===== config.mk =====
export PLATFORM = sky130hd
export DESIGN_NAME = wb_arb2_sdr
export DESIGN_NICKNAME = d
export VERILOG_FILES = /design/src/rtl/wb_arb2_sdr.sv
export SDC_FILE = /design/constraint.sdc
export NUM_CORES = 1
export LEC_CHECK = 0
export CELL_PAD_IN_SITES_DETAIL_PLACEMENT = 0
export CELL_PAD_IN_SITES_GLOBAL_PLACEMENT = 1
export CORE_ASPECT_RATIO = 1.1
export CORE_MARGIN = 3
export CORE_UTILIZATION = 15
export CTS_BUF_LIST = sky130_fd_sc_hd__clkbuf_8
export DETAILED_ROUTE_END_ITERATION = 10
export GPL_TIMING_DRIVEN = 1
export PLACE_DENSITY = 0.92
export SLEW_MARGIN = 20
export SYNTH_ARGS = -nofsm -noshare
export SYNTH_HDL_FRONTEND = slang
export SYNTH_SLANG_ARGS = --single-unit

===== constraint.sdc =====
create_clock -name wb_clk_i -period 2.4 [get_ports wb_clk_i]
set_input_delay 0.24 -clock wb_clk_i [delete_from_list [all_inputs] [get_ports wb_clk_i]]
set_output_delay 0.24 -clock wb_clk_i [all_outputs]
set_load 0.01 [all_outputs]

===== src/rtl/wb_arb2_sdr.sv =====
// Two-master Wishbone arbiter in front of the SDRAM controller slave port: alternating
// grant on ties, one dead cycle between owners, and a watchdog that aborts stalled accesses.
module wb_arb2_sdr #(
    parameter int APP_AW = 26,
    parameter int dw     = 32,
    parameter int TMO_W  = 8
) (
    input  logic              wb_clk_i,
    input  logic              RESETN,
    input  logic              sdr_init_done,
    input  logic [TMO_W-1:0]  tmo_cfg_i,

    input  logic              m0_cyc_i,
    input  logic              m0_stb_i,
    input  logic              m0_we_i,
    input  logic [APP_AW-1:0] m0_addr_i,
    input  logic [dw-1:0]     m0_dat_i,
    input  logic [dw/8-1:0]   m0_sel_i,
    input  logic [2:0]        m0_cti_i,
    output logic [dw-1:0]     m0_dat_o,
    output logic              m0_ack_o,
    output logic              m0_err_o,

    input  logic              m1_cyc_i,
    input  logic              m1_stb_i,
    input  logic              m1_we_i,
    input  logic [APP_AW-1:0] m1_addr_i,
    input  logic [dw-1:0]     m1_dat_i,
    input  logic [dw/8-1:0]   m1_sel_i,
    input  logic [2:0]        m1_cti_i,
    output logic [dw-1:0]     m1_dat_o,
    output logic              m1_ack_o,
    output logic              m1_err_o,

    output logic              s_cyc_o,
    output logic              s_stb_o,
    output logic              s_we_o,
    output logic [APP_AW-1:0] s_addr_o,
    output logic [dw-1:0]     s_dat_o,
    output logic [dw/8-1:0]   s_sel_o,
    output logic [2:0]        s_cti_o,
    input  logic [dw-1:0]     s_dat_i,
    input  logic              s_ack_i,

    output logic [1:0]        gnt_o,
    output logic [7:0]        tmo_cnt_o
);

    typedef enum logic [1:0] {IDLE, GNT0, GNT1, ABORT} state_t;

    state_t           state_q;
    logic             last_q;
    logic             abrt_q;
    logic [TMO_W-1:0] wdog_q, wdog_d;
    logic [7:0]       tmo_cnt_q;
    logic             gnt0, gnt1, tmo_hit;

    assign gnt0 = (state_q == GNT0);
    assign gnt1 = (state_q == GNT1);

    always_comb begin
        s_cyc_o  = 1'b0;
        s_stb_o  = 1'b0;
        s_we_o   = 1'b0;
        s_addr_o = '0;
        s_dat_o  = '0;
        s_sel_o  = '0;
        s_cti_o  = 3'b000;
        if (gnt0) begin
            s_cyc_o  = m0_cyc_i;
            s_stb_o  = m0_stb_i;
            s_we_o   = m0_we_i;
            s_addr_o = m0_addr_i;
            s_dat_o  = m0_dat_i;
            s_sel_o  = m0_sel_i;
            s_cti_o  = m0_cti_i;
        end else if (gnt1) begin
            s_cyc_o  = m1_cyc_i;
            s_stb_o  = m1_stb_i;
            s_we_o   = m1_we_i;
            s_addr_o = m1_addr_i;
            s_dat_o  = m1_dat_i;
            s_sel_o  = m1_sel_i;
            s_cti_o  = m1_cti_i;
        end
    end

    // An ack landing in the threshold cycle wins over the timeout.
    assign tmo_hit = (gnt0 | gnt1) && (tmo_cfg_i != '0) && (wdog_q == tmo_cfg_i) && !s_ack_i;

    assign m0_ack_o  = s_ack_i & gnt0 & m0_stb_i;
    assign m1_ack_o  = s_ack_i & gnt1 & m1_stb_i;
    assign m0_err_o  = gnt0 & tmo_hit;
    assign m1_err_o  = gnt1 & tmo_hit;
    assign m0_dat_o  = gnt0 ? s_dat_i : '0;
    assign m1_dat_o  = gnt1 ? s_dat_i : '0;
    assign gnt_o     = {gnt1, gnt0};
    assign tmo_cnt_o = tmo_cnt_q;

    always_comb begin
        if (s_ack_i || !s_stb_o) begin
            wdog_d = '0;
        end else if (wdog_q != '1) begin
            wdog_d = wdog_q + TMO_W'(1);
        end else begin
            wdog_d = wdog_q;
        end
    end

    // last_q starts at 1 so that master 0 wins the first tie after reset.
    always_ff @(posedge wb_clk_i or negedge RESETN) begin
        if (!RESETN) begin
            state_q   <= IDLE;
            last_q    <= 1'b1;
            abrt_q    <= 1'b0;
            wdog_q    <= '0;
            tmo_cnt_q <= '0;
        end else begin
            wdog_q <= wdog_d;
            if (tmo_hit && (tmo_cnt_q != 8'hFF)) begin
                tmo_cnt_q <= tmo_cnt_q + 8'd1;
            end
            case (state_q)
                IDLE: begin
                    if (sdr_init_done) begin
                        if (m0_cyc_i && (!m1_cyc_i || last_q)) begin
                            state_q <= GNT0;
                            wdog_q  <= '0;
                        end else if (m1_cyc_i) begin
                            state_q <= GNT1;
                            wdog_q  <= '0;
                        end
                    end
                end
                GNT0: begin
                    if (tmo_hit) begin
                        state_q <= ABORT;
                        abrt_q  <= 1'b0;
                    end else if (!m0_cyc_i) begin
                        state_q <= IDLE;
                        last_q  <= 1'b0;
                    end
                end
                GNT1: begin
                    if (tmo_hit) begin
                        state_q <= ABORT;
                        abrt_q  <= 1'b1;
                    end else if (!m1_cyc_i) begin
                        state_q <= IDLE;
                        last_q  <= 1'b1;
                    end
                end
                ABORT: begin
                    if (abrt_q ? !m1_cyc_i : !m0_cyc_i) begin
                        state_q <= IDLE;
                        last_q  <= abrt_q;
                    end
                end
                default: state_q <= IDLE;
            endcase
        end
    end

endmodule

-- After elaboration in Yosys (flattened, before gate mapping)
Index checks and enable logic that the tools add are counted.
- multiplexer cells: 41
- reduce and logical (&&, ||, !) cells: 18
- multipliers: 0
- div/mod/pow operators: 0
- shifts and indexed selects: 0
- $add $sub $neg: 2
- bitwise logic cells: 7
- eq/ne operators: 17
- magnitude comparators: 0
- operator list (kind ; count):
    two-way mux 32 bit ; 4
    two-way mux 26 bit ; 2
    two-way mux 8 bit ; 6
    adder 8 x 1 -> 8 bit, second input constant ; 2
    two-way mux 2 bit ; 8
    inequality test 8 bit, second input constant ; 2
    two-way mux 1 bit ; 14
    inequality test 2 bit, second input constant ; 6
    equality test 8 bit ; 1
    two-way mux 4 bit ; 2
    one-hot mux 2 bit (4 select lines) ; 1
    nonzero test 8 bit ; 1
    AND 1 bit ; 6
    two-way mux 3 bit ; 2
    inequality test 3 x 2 -> 1 bit, second input constant ; 2
    AND reduction 6 bit ; 1
    logical AND 1 bit ; 5
    AND reduction 5 bit ; 1
    equality test 2 bit, second input constant ; 2
    logical NOT 1 bit ; 4
    inequality test 2 x 1 -> 1 bit, second input constant ; 2
    inequality test 3 bit, second input constant ; 1
    one-hot mux 1 bit (3 select lines) ; 1
    AND reduction 3 bit ; 1
    other kinds (7) ; 8
- RAM bits: 0
- logic and storage cells: 90
- memories kept: 0
- input port bits: 180
- bits in read-only memories: 0
- output and inout bits: 146
- register bits after elaboration: 20
- latch bits: 0

-- Longest topological paths before layout
Gate-level depths: netlist of the first run.
- depth after elaboration: 10
- gate-level depth with buffers: 8
- gate-level depth less buffers: 7

-- Least setup slack after synthesis of the first run
OpenSTA, ideal clock, no wires.
- path type: register -> output
- from: register state_q[1]
- to: output s_dat_o[0]
- stages on the path, launching flop included: 8
- buffers on the path: 3
- arrival time: 1.785 ns
- path slack: 0.375 ns
- required time: 2.160 ns
- path through: dfrtp_1 > inv_1 > ha_1 > clkbuf_1 > buf_1 > clkbuf_1 > nand2_1 > o21ai_0
- elaborated cells between the ends (all ways): 4
- classes of those cells: eq/ne: 2; mux: 2
- RTL lines (what ; line ; text):
    start: declaration ; 51 ; state_t state_q;
    start signal: assignment ; 113 ; state_q <= IDLE;
    start signal: assignment ; 127 ; state_q <= GNT0;
    start signal: assignment ; 130 ; state_q <= GNT1;
    equality test 2 x 1 -> 1 bit ; 58 ; assign gnt0 = (state_q == GNT0);
    net gnt0 ; 56 ; logic gnt0, gnt1, tmo_hit;
    two-way mux 32 bit ; 69 ; if (gnt0) begin
    end: declaration ; 39 ; output logic [dw-1:0] s_dat_o,
The timed path passes the listed nets, and every way through them passes these cells.

-- Final worst setup path of the first run
- from: input tmo_cfg_i[1]
- to: output m0_err_o
- word-level cells in the longest chain between the ends: 5
- elaborated cells between the ends (all ways): 6
- classes of those cells: eq/ne: 1; bitwise: 1; reduce/logical: 4
- ends and longest elaborated chain (what ; line ; text):
    start: declaration ; 11 ; input logic [TMO_W-1:0] tmo_cfg_i,
    nonzero test 8 bit ; 89 ; assign tmo_hit = (gnt0 | gnt1) && (tmo_cfg_i != '0) && (wdog_q == tmo_cfg_i) && !s_ack_i;
    logical AND 1 bit ; 89 ;
    logical AND 1 bit (*) (2 in series) ; 89 ;
    AND 1 bit (*) ; 93 ; assign m0_err_o = gnt0 & tmo_hit;
    end: declaration ; 22 ; output logic m0_err_o,
Mark *: on every way between the ends. The rest lies on a longest branch, timed or not.

==> Implementation_results.wiki, run 1 <==
{| class="wikitable"
! Metric !! Value
|-
| Syn Std Cell Area || 2460 µm²
|-
| Total CTS buffers || 3
|-
| Number of levels the H-tree was split into || 1
|-
| Count of mapped cells out of synthesis || 345
|-
| Power density cells || 777 nW/µm²
|-
| Post-layout total power || 4.78 mW
|-
| Initial Utilization || 15.5%
|-
| Critical Path Sink Type || output port
|-
| Mapped Nets || 532
|-
| Worst setup slack after placement || -0.143 ns
|-
| Endpoint required time on the critical path || 2.16 ns
|-
| Clock sink total || 20
|-
| Final core utilization || 38.8%
|-
| Number of register bits inferred by synthesis || 20
|-
| Final Routed Wirelength || 16,600 µm
|-
| Average detailed-routed wire length per instance || 19.1 µm
|-
| Leakage power || 2.72 nW
|-
| Worst setup slack after layout || 0.0909 ns
|-
| Maximum buffer depth of the clock tree || 2
|-
| Synth cell types || 38
|-
| Clock edge transition at the registers on the reported setup and hold paths || 0.08 ns
|-
| Top sig layer || met5
|-
| Worst Max-Slew Pin Slew || 0.642 ns
|-
| Period utilisation layout || 96.2%
|-
| Die outline height || 140 µm
|-
| Setup_tns || 0 ns
|-
| Critical Setup Path Class || in -> out
|-
| Overflow left after global routing || 0
|-
| First-pass detailed-route iteration total || 5
|-
| Data arrival at the endpoint of the critical path || 2.07 ns
|-
| Total global routing track utilization || 17.2%
|-
| Core region area || 15,900 µm²
|-
| Number of global-route vias before repair || 3,632
|-
| Clock tree from TritonCTS || built
|-
| Number of maximum-capacitance constraint violations || 0
|-
| Achievable clock frequency || 0.433 GHz
|-
| Share of final-layout standard cells stronger than drive strength 1 || 6.01%
|-
| Avg Synthesized Cell Area || 7.12 µm²
|-
| Pin count of the biggest net entering global routing || 62
|-
| Sequential fraction of the synthesis area || 20.4%
|-
| Post-CTS Hold Buffers || 0
|-
| Result of the run || finished clean
|-
| Worst-skew pair later-pin latency || 0.26 ns
|-
| Die width || 128 µm
|-
| Type of element launching the critical path || input port
|-
| Total routed wire length on the met1 layer || 6750 µm
|-
| Maximum net fanout on the critical path || 3
|-
| Wire length of the first global-routing pass || 23,600 µm
|-
| Worst rel slew slack || 57.1%
|-
| Number of endpoints failing setup at the final stage || 0
|-
| Vias per inst || 4.31
|-
| Number of rows in the core area || 48
|-
| Max-slew violation count || 0
|-
| Warning count from the yosys run || 0
|-
| Synthesis-to-finish area growth || 151%
|-
| Setup repair after global routing missed its margin || false
|-
| Routed length on met3 || 2540 µm
|-
| Number of hold violations in the final report || 0
|-
| Setup clock skew after layout || 0.00717 ns
|-
| Routability congestion estimate || 0.784
|-
| Via count of the routed design || 3,741
|-
| Worst hold path type || in -> async
|-
| Final critical path time including I/O delays and setup || 2.31 ns
|-
| Number of antenna violations at the first check in global routing || 14
|-
| Final-layout worst hold slack || 0.314 ns
|-
| Floorplan die area || 17,900 µm²
|-
| Remaining design rule violation count || 0
|-
| Number of DRC violations after detailed-routing iteration 0 || 179
|-
| Detailed placer's ending HPWL || 13,700 µm
|-
| Met2 routed WL || 7080 µm
|-
| I/O Buffers || 325
|-
| Remaining number of nets flagged by the antenna check after routing || 0
|-
| Root buffer cell || clkbuf_8
|-
| Nets || 854
|-
| Number of ports placed on the die boundary || 326
|-
| Worst-case vdd ir drop || 0.330 mV
|}
cell usage in the layout, fill, tap and decap left out, drive strengths merged, types with 12 or more instances in the layout:
cell and instances:
nand2 58, o21ai 31, buf 22, dlygate4sd2 54, xor2 14, nor2 12, a22o 42, clkdlybuf4s50 263
and2 66, dfrtp 19
flip-flops by register name (all words and copies together) (netlist names):
register   cells
tmo_cnt_o      8
wdog_q         8
state_q        2
abrt_q         1
last_q         1
per-stage QoR:
| step | cells | cell area [µm²] |
|---|---|---|
| finish | 867 | 6160 |
| global route | 866 | 6160 |
| CTS | 866 | 6150 |
| global placement | 858 | 6030 |
| detailed placement | 858 | 6030 |
| floorplan | 345 | 2460 |
kinds of logic (layout without fill, tap and decap cells):
logic type,count (synthesis),count (layout),synth area share [%]
AO/OA/AOI/OAI,95,95,27.8
XOR/XNOR,17,17,6.06
adder cells (fa/ha/maj),7,7,3.57
buffers and inverters,39,360,6.42
flip-flops,20,20,20.4
multiplexers,4,4,1.78
other,0,1,0
AND/OR/NAND/NOR,163,163,34.0
final timing paths:
check	from	cells after the start	slack (ns)	end
worst max-delay path	tmo_cfg_i[1]	6	0.09	m0_err_o
max in group asynchronous	RESETN	2	1.81	last_q
worst max register to register	state_q[0]	8	0.31	tmo_cnt_o[5]
min in group wb_clk_i	tmo_cnt_o[5]	1	0.50	tmo_cnt_o[5]
worst min-delay path	RESETN	2	0.31	tmo_cnt_o[0]
worst min register to register	tmo_cnt_o[5]	1	0.50	tmo_cnt_o[5]
layer usage:
metal	global-route usage (%)	up-vias
met5	0	-
met4	1.01	26
met3	11.2	30
met2	25.8	183
met1	21.8	1666
li1	-	1836
worst max-delay path, stage by stage:
cell	delay, ns
clkdlybuf4s50_1	0.44
nor4_1	0.55
a2111oi_4	0.16
and3_4	0.24
and2_1	0.15
dlygate4sd2_1	0.28
report_power, final:
group	total, mW	leakage [nW]	switching, mW	internal (mW)
clock network	0.225	0.0269	0.111	0.114
logic	4.17	2.42	1.98	2.19
registers	0.391	0.273	0.0196	0.371
total	4.78	2.72	2.11	2.67
cell type report:
cell class / instances / area, µm²
fill: 1651 / 9700
timing repair buffer: 346 / 3470
multi-input combinational: 286 / 1850
sequential: 20 / 502
tap: 200 / 250
clock buffer: 3 / 41.3
inverter: 10 / 37.5
clock inverter: 1 / 3.75
antenna: 1 / 2.50
cell usage after synthesis:
cell type / number / area share [%]
a2111oi_2: 1 / 0.61
a21boi_0: 1 / 0.31
a21oi_1: 6 / 1.2
a22o_1: 42 / 15
a22oi_1: 1 / 0.31
a31oi_1: 3 / 0.76
a32o_1: 1 / 0.41
and2_1: 66 / 17
and3_1: 4 / 1.0
and3_2: 2 / 0.61
buf_1: 2 / 0.31
buf_4: 3 / 0.92
clkbuf_1: 24 / 3.7
dfrtp_1: 19 / 19
dfstp_2: 1 / 1.1
ha_1: 7 / 3.6
inv_1: 10 / 1.5
mux2_2: 3 / 1.4
mux2i_1: 1 / 0.41
nand2_1: 58 / 8.9
nand2b_1: 2 / 0.51
nand3_1: 8 / 1.6
nand3b_1: 1 / 0.31
nand4_1: 2 / 0.51
nor2_1: 12 / 1.8
nor3_1: 4 / 0.82
nor3b_1: 1 / 0.31
nor4_1: 3 / 0.76
o2111ai_1: 1 / 0.36
o211ai_1: 1 / 0.31
o21a_1: 2 / 0.61
o21ai_0: 31 / 6.3
o21bai_1: 1 / 0.31
o22ai_1: 1 / 0.25
o2bb2ai_1: 2 / 0.71
o31ai_1: 1 / 0.31
xnor2_1: 3 / 1.1
xor2_1: 14 / 5.0
timing repair:
item                       CTS  global route
setup buffers                1             0
pin swaps                    2             0
gates resized for setup     65             5
setup endpoints to repair   57             5
cloned                       3             0
(Power assumes the default switching activity.)
==> run 2, diff against run 1 <==
Settings changed: CORE_UTILIZATION 15 to 16, PLACE_DENSITY 0.92 to 0.95.
Clock period 2.4 ns to 2.8 ns, I/O delays scaled along.
==> Implementation_results.wiki, run 2 (synthesized netlist as in run 1, its figures left out) <==
{| class="wikitable"
! Metric !! Value
|-
| Final Routed Wirelength || 15,000 µm (-9.9%)
|-
| Number of global-route vias before repair || 3,310 (-8.9%)
|-
| Leakage power || 2.36 nW (-13%)
|-
| Type of element launching the critical path || register
|-
| Result of the run || finished clean
|-
| Net switching power || 1.69 mW (-20%)
|-
| Number of antenna violations at the first check in global routing || 11 (-3)
|-
| Bufs and invs on worst path || 3 (+1)
|-
| Root buffer cell || clkbuf_8
|-
| Placed insts || 839 (-2.2%)
|-
| Data arrival at the endpoint of the critical path || 2.38 ns (+0.31 ns)
|-
| Number of DRC violations after detailed-routing iteration 0 || 115 (-36%)
|-
| Number of levels the H-tree was split into || 1 (unchanged)
|-
| Maximum net fanout on the critical path || 4 (+1)
|-
| Number of non-filler instances in the completed layout || 847 (-2.3%)
|-
| Critical Path Sink Type || output port
|-
| First-pass detailed-route iteration total || 4 (-1)
|-
| Total CTS buffers || 3 (unchanged)
|-
| Clock sink total || 20 (unchanged)
|-
| Part of the power in combinational logic || 86.8% (-0.3 points)
|-
| Diode insertion count for antenna repair || 0 (-1)
|-
| Overflow left after global routing || 0 (unchanged)
|-
| Most used cell along the critical path || inv_1
|-
| Crit-path max cell delay || 0.53 ns (-0.02 ns)
|-
| Die width || 124 µm (-3.0%)
|-
| Share of final-layout standard cells stronger than drive strength 1 || 3.82% (-2.2 points)
|-
| Number of rows in the core area || 46 (-4.2%)
|-
| Achievable clock frequency || 0.376 GHz
|-
| Synthesis-to-finish area growth || 145%
|-
| Max-slew violation count || 0 (unchanged)
|-
| I/O Buffers || 325 (unchanged)
|-
| Period utilisation layout || 95.0%
|-
| Wire length of the first global-routing pass || 19,800 µm (-16%)
|-
| Cells traversed along the worst timing path || inv_1, ha_1, inv_1, a2111oi_4, and3_4, and2_1, clkdlybuf4s50_1
|-
| Final critical path time including I/O delays and setup || 2.66 ns
|-
| Routability congestion estimate || 0.791 (+0.83%)
|-
| Post-CTS Hold Buffers || 0 (unchanged)
|-
| Detailed placer's ending HPWL || 12,500 µm (-8.5%)
|-
| Net switching share of the total power || 41.9% (-2.2 points)
|-
| Vias per inst || 4.26 (-1.2%)
|-
| Internal || 2.34 mW (-13%)
|-
| Critical Path Slowest Stage Cell || clkdlybuf4s50_1
|-
| Setup_tns || 0 ns (unchanged)
|-
| Worst-case vdd ir drop || 0.388 mV (+18%)
|-
| Endpoint required time on the critical path || 2.52 ns (+0.36 ns)
|-
| Clock edge transition at the registers on the reported setup and hold paths || 0.07 ns (about the same)
|-
| Nets || 843 (-1.3%)
|-
| Worst Max-Slew Pin Slew || 0.895 ns (+0.252 ns)
|-
| Number of ports placed on the die boundary || 326 (unchanged)
|-
| Number of hold violations in the final report || 0 (unchanged)
|-
| Worst-skew pair later-pin latency || 0.25 ns (about the same)
|-
| Remaining design rule violation count || 0 (unchanged)
|-
| Sequential power share || 8.5% (+0.3 points)
|-
| Highest-count cells in the layout ignoring fill and taps || clkdlybuf4s50_1 (325), and2_1 (66), nand2_1 (58)
|-
| Maximum buffer depth of the clock tree || 2 (unchanged)
|-
| Pin count of the biggest net entering global routing || 65 (+4.8%)
|-
| Floorplan die area || 16,900 µm² (-6.0%)
|-
| Total global routing track utilization || 15.3% (-1.9 points)
|-
| Via count of the routed design || 3,611 (-3.5%)
|-
| Clk network pwr share || 4.7% (about the same)
|-
| Core region area || 14,700 µm² (-7.1%)
|-
| Worst rel slew slack || 40.2% (-17 points)
|-
| Average detailed-routed wire length per instance || 17.7 µm (-7.8%)
|-
| Initial Utilization || 16.7% (+1.2 points)
|-
| Filler cell count in the final layout || 1,507 (-8.7%)
|-
| Critical Setup Path Class || reg -> out
|-
| Clock tree from TritonCTS || built
|-
| Power density cells || 668 nW/µm² (-14%)
|-
| Remaining number of nets flagged by the antenna check after routing || 0 (unchanged)
|-
| Number of endpoints failing setup at the final stage || 0 (unchanged)
|-
| Number of maximum-capacitance constraint violations || 0 (unchanged)
|-
| Commonest non-fill, non-tap cell in the layout || clkdlybuf4s50_1
|-
| Die outline height || 136 µm (-3.0%)
|-
| Setup clock skew after layout || 0.00297 ns (-0.00419 ns)
|-
| Worst hold path type || reg -> reg
|-
| Largest delay share family, worst path || buffers and inverters
|}
-- run 2: cell count changes in the layout (fill, tap and decap cells not counted), moves of 2 or more --
cell / before / now
dlygate4sd2_1: 54 / 0
bufbuf_16: 2 / 0
dlymetal6s2s_1: 4 / 0
clkdlybuf4s50_1: 263 / 325
buf_4: 16 / 7
-- run 2: path summary, 6_finish.rpt --
kind	start	to	slack, ns	depth (start not counted)
worst max-delay path	state_q[1]	m0_err_o	0.14	7
worst min-delay path	tmo_cnt_o[5]	tmo_cnt_o[5]	0.51	1
worst max register to register	state_q[0]	wdog_q[2]	0.67	8
worst min register to register	tmo_cnt_o[5]	tmo_cnt_o[5]	0.51	1
max in group asynchronous	RESETN	state_q[0]	1.67	1
min in group asynchronous	RESETN	wdog_q[2]	0.53	1
-- run 2: worst register-to-register path, delay by kind of cell (launching register included) --
family                     cells  cell delay (ns)
buffers and inverters          2             0.35
and+or+nand+nor                1             0.11
adders and majority gates      1             0.22
DFF                            1             0.42
AOI/OAI and AO/OA              4             0.99
-- run 2: through the flow --
stage | worst slack [ns] | total power [mW] | hold slack [ns] | area [µm²] | utilization (%)
2_1_floorplan | 0.735 | 1.82 | -0.0156 | 2460 | -
3_3_place_gp | 0.221 | 3.83 | 0.485 | 5930 | 40.2
3_5_place_dp | 0.184 | 3.82 | 0.497 | 5930 | 40.2
4_1_cts | 0.00482 | 4.03 | 0.517 | 5980 | 40.6
5_1_grt | -0.00319 | 4.31 | 0.539 | 6020 | 40.9
6_report | 0.140 | 4.02 | 0.512 | 6020 | 40.9
-- run 2: what timing repair did --
item,4_1_cts,5_1_grt
pin swaps,0,1
gates resized for setup,2,2
setup endpoints to repair,2,2
cloned,0,0
buffers inserted,0,4
endpoints found under the hold margin,0,0
-- run 2: power by group through the flow --
stage / clock network (mW) / registers, mW / logic, mW
floorplan: 0 / 0.343 / 1.48
global placement: 0 / 0.349 / 3.48
detailed placement: 0 / 0.350 / 3.47
CTS: 0.198 / 0.344 / 3.49
global route: 0.204 / 0.345 / 3.76
finish: 0.189 / 0.342 / 3.49
-- run 2: routing by layer --
metal  vias to the layer above  share of wire, %  GRT usage (%)
met1                      1580                38           18.3
met2                       172                46           24.7
met5                         -              0.80              0
met3                        30                14           9.03
met4                        20              0.78           1.10
li1                       1809                 -              -
-- run 2: cell type report --
type                            instances  area, µm²  area share (%)
Inverter                               10       37.5           0.623
Sequential cell                        20        503            8.35
Tap cell                              192        240            3.99
Timing Repair Buffer                  335       3370            55.9
Clock inverter                          1       3.75          0.0623
Clock buffer                            3       41.3           0.686
Multi-Input combinational cell        286       1830            30.4
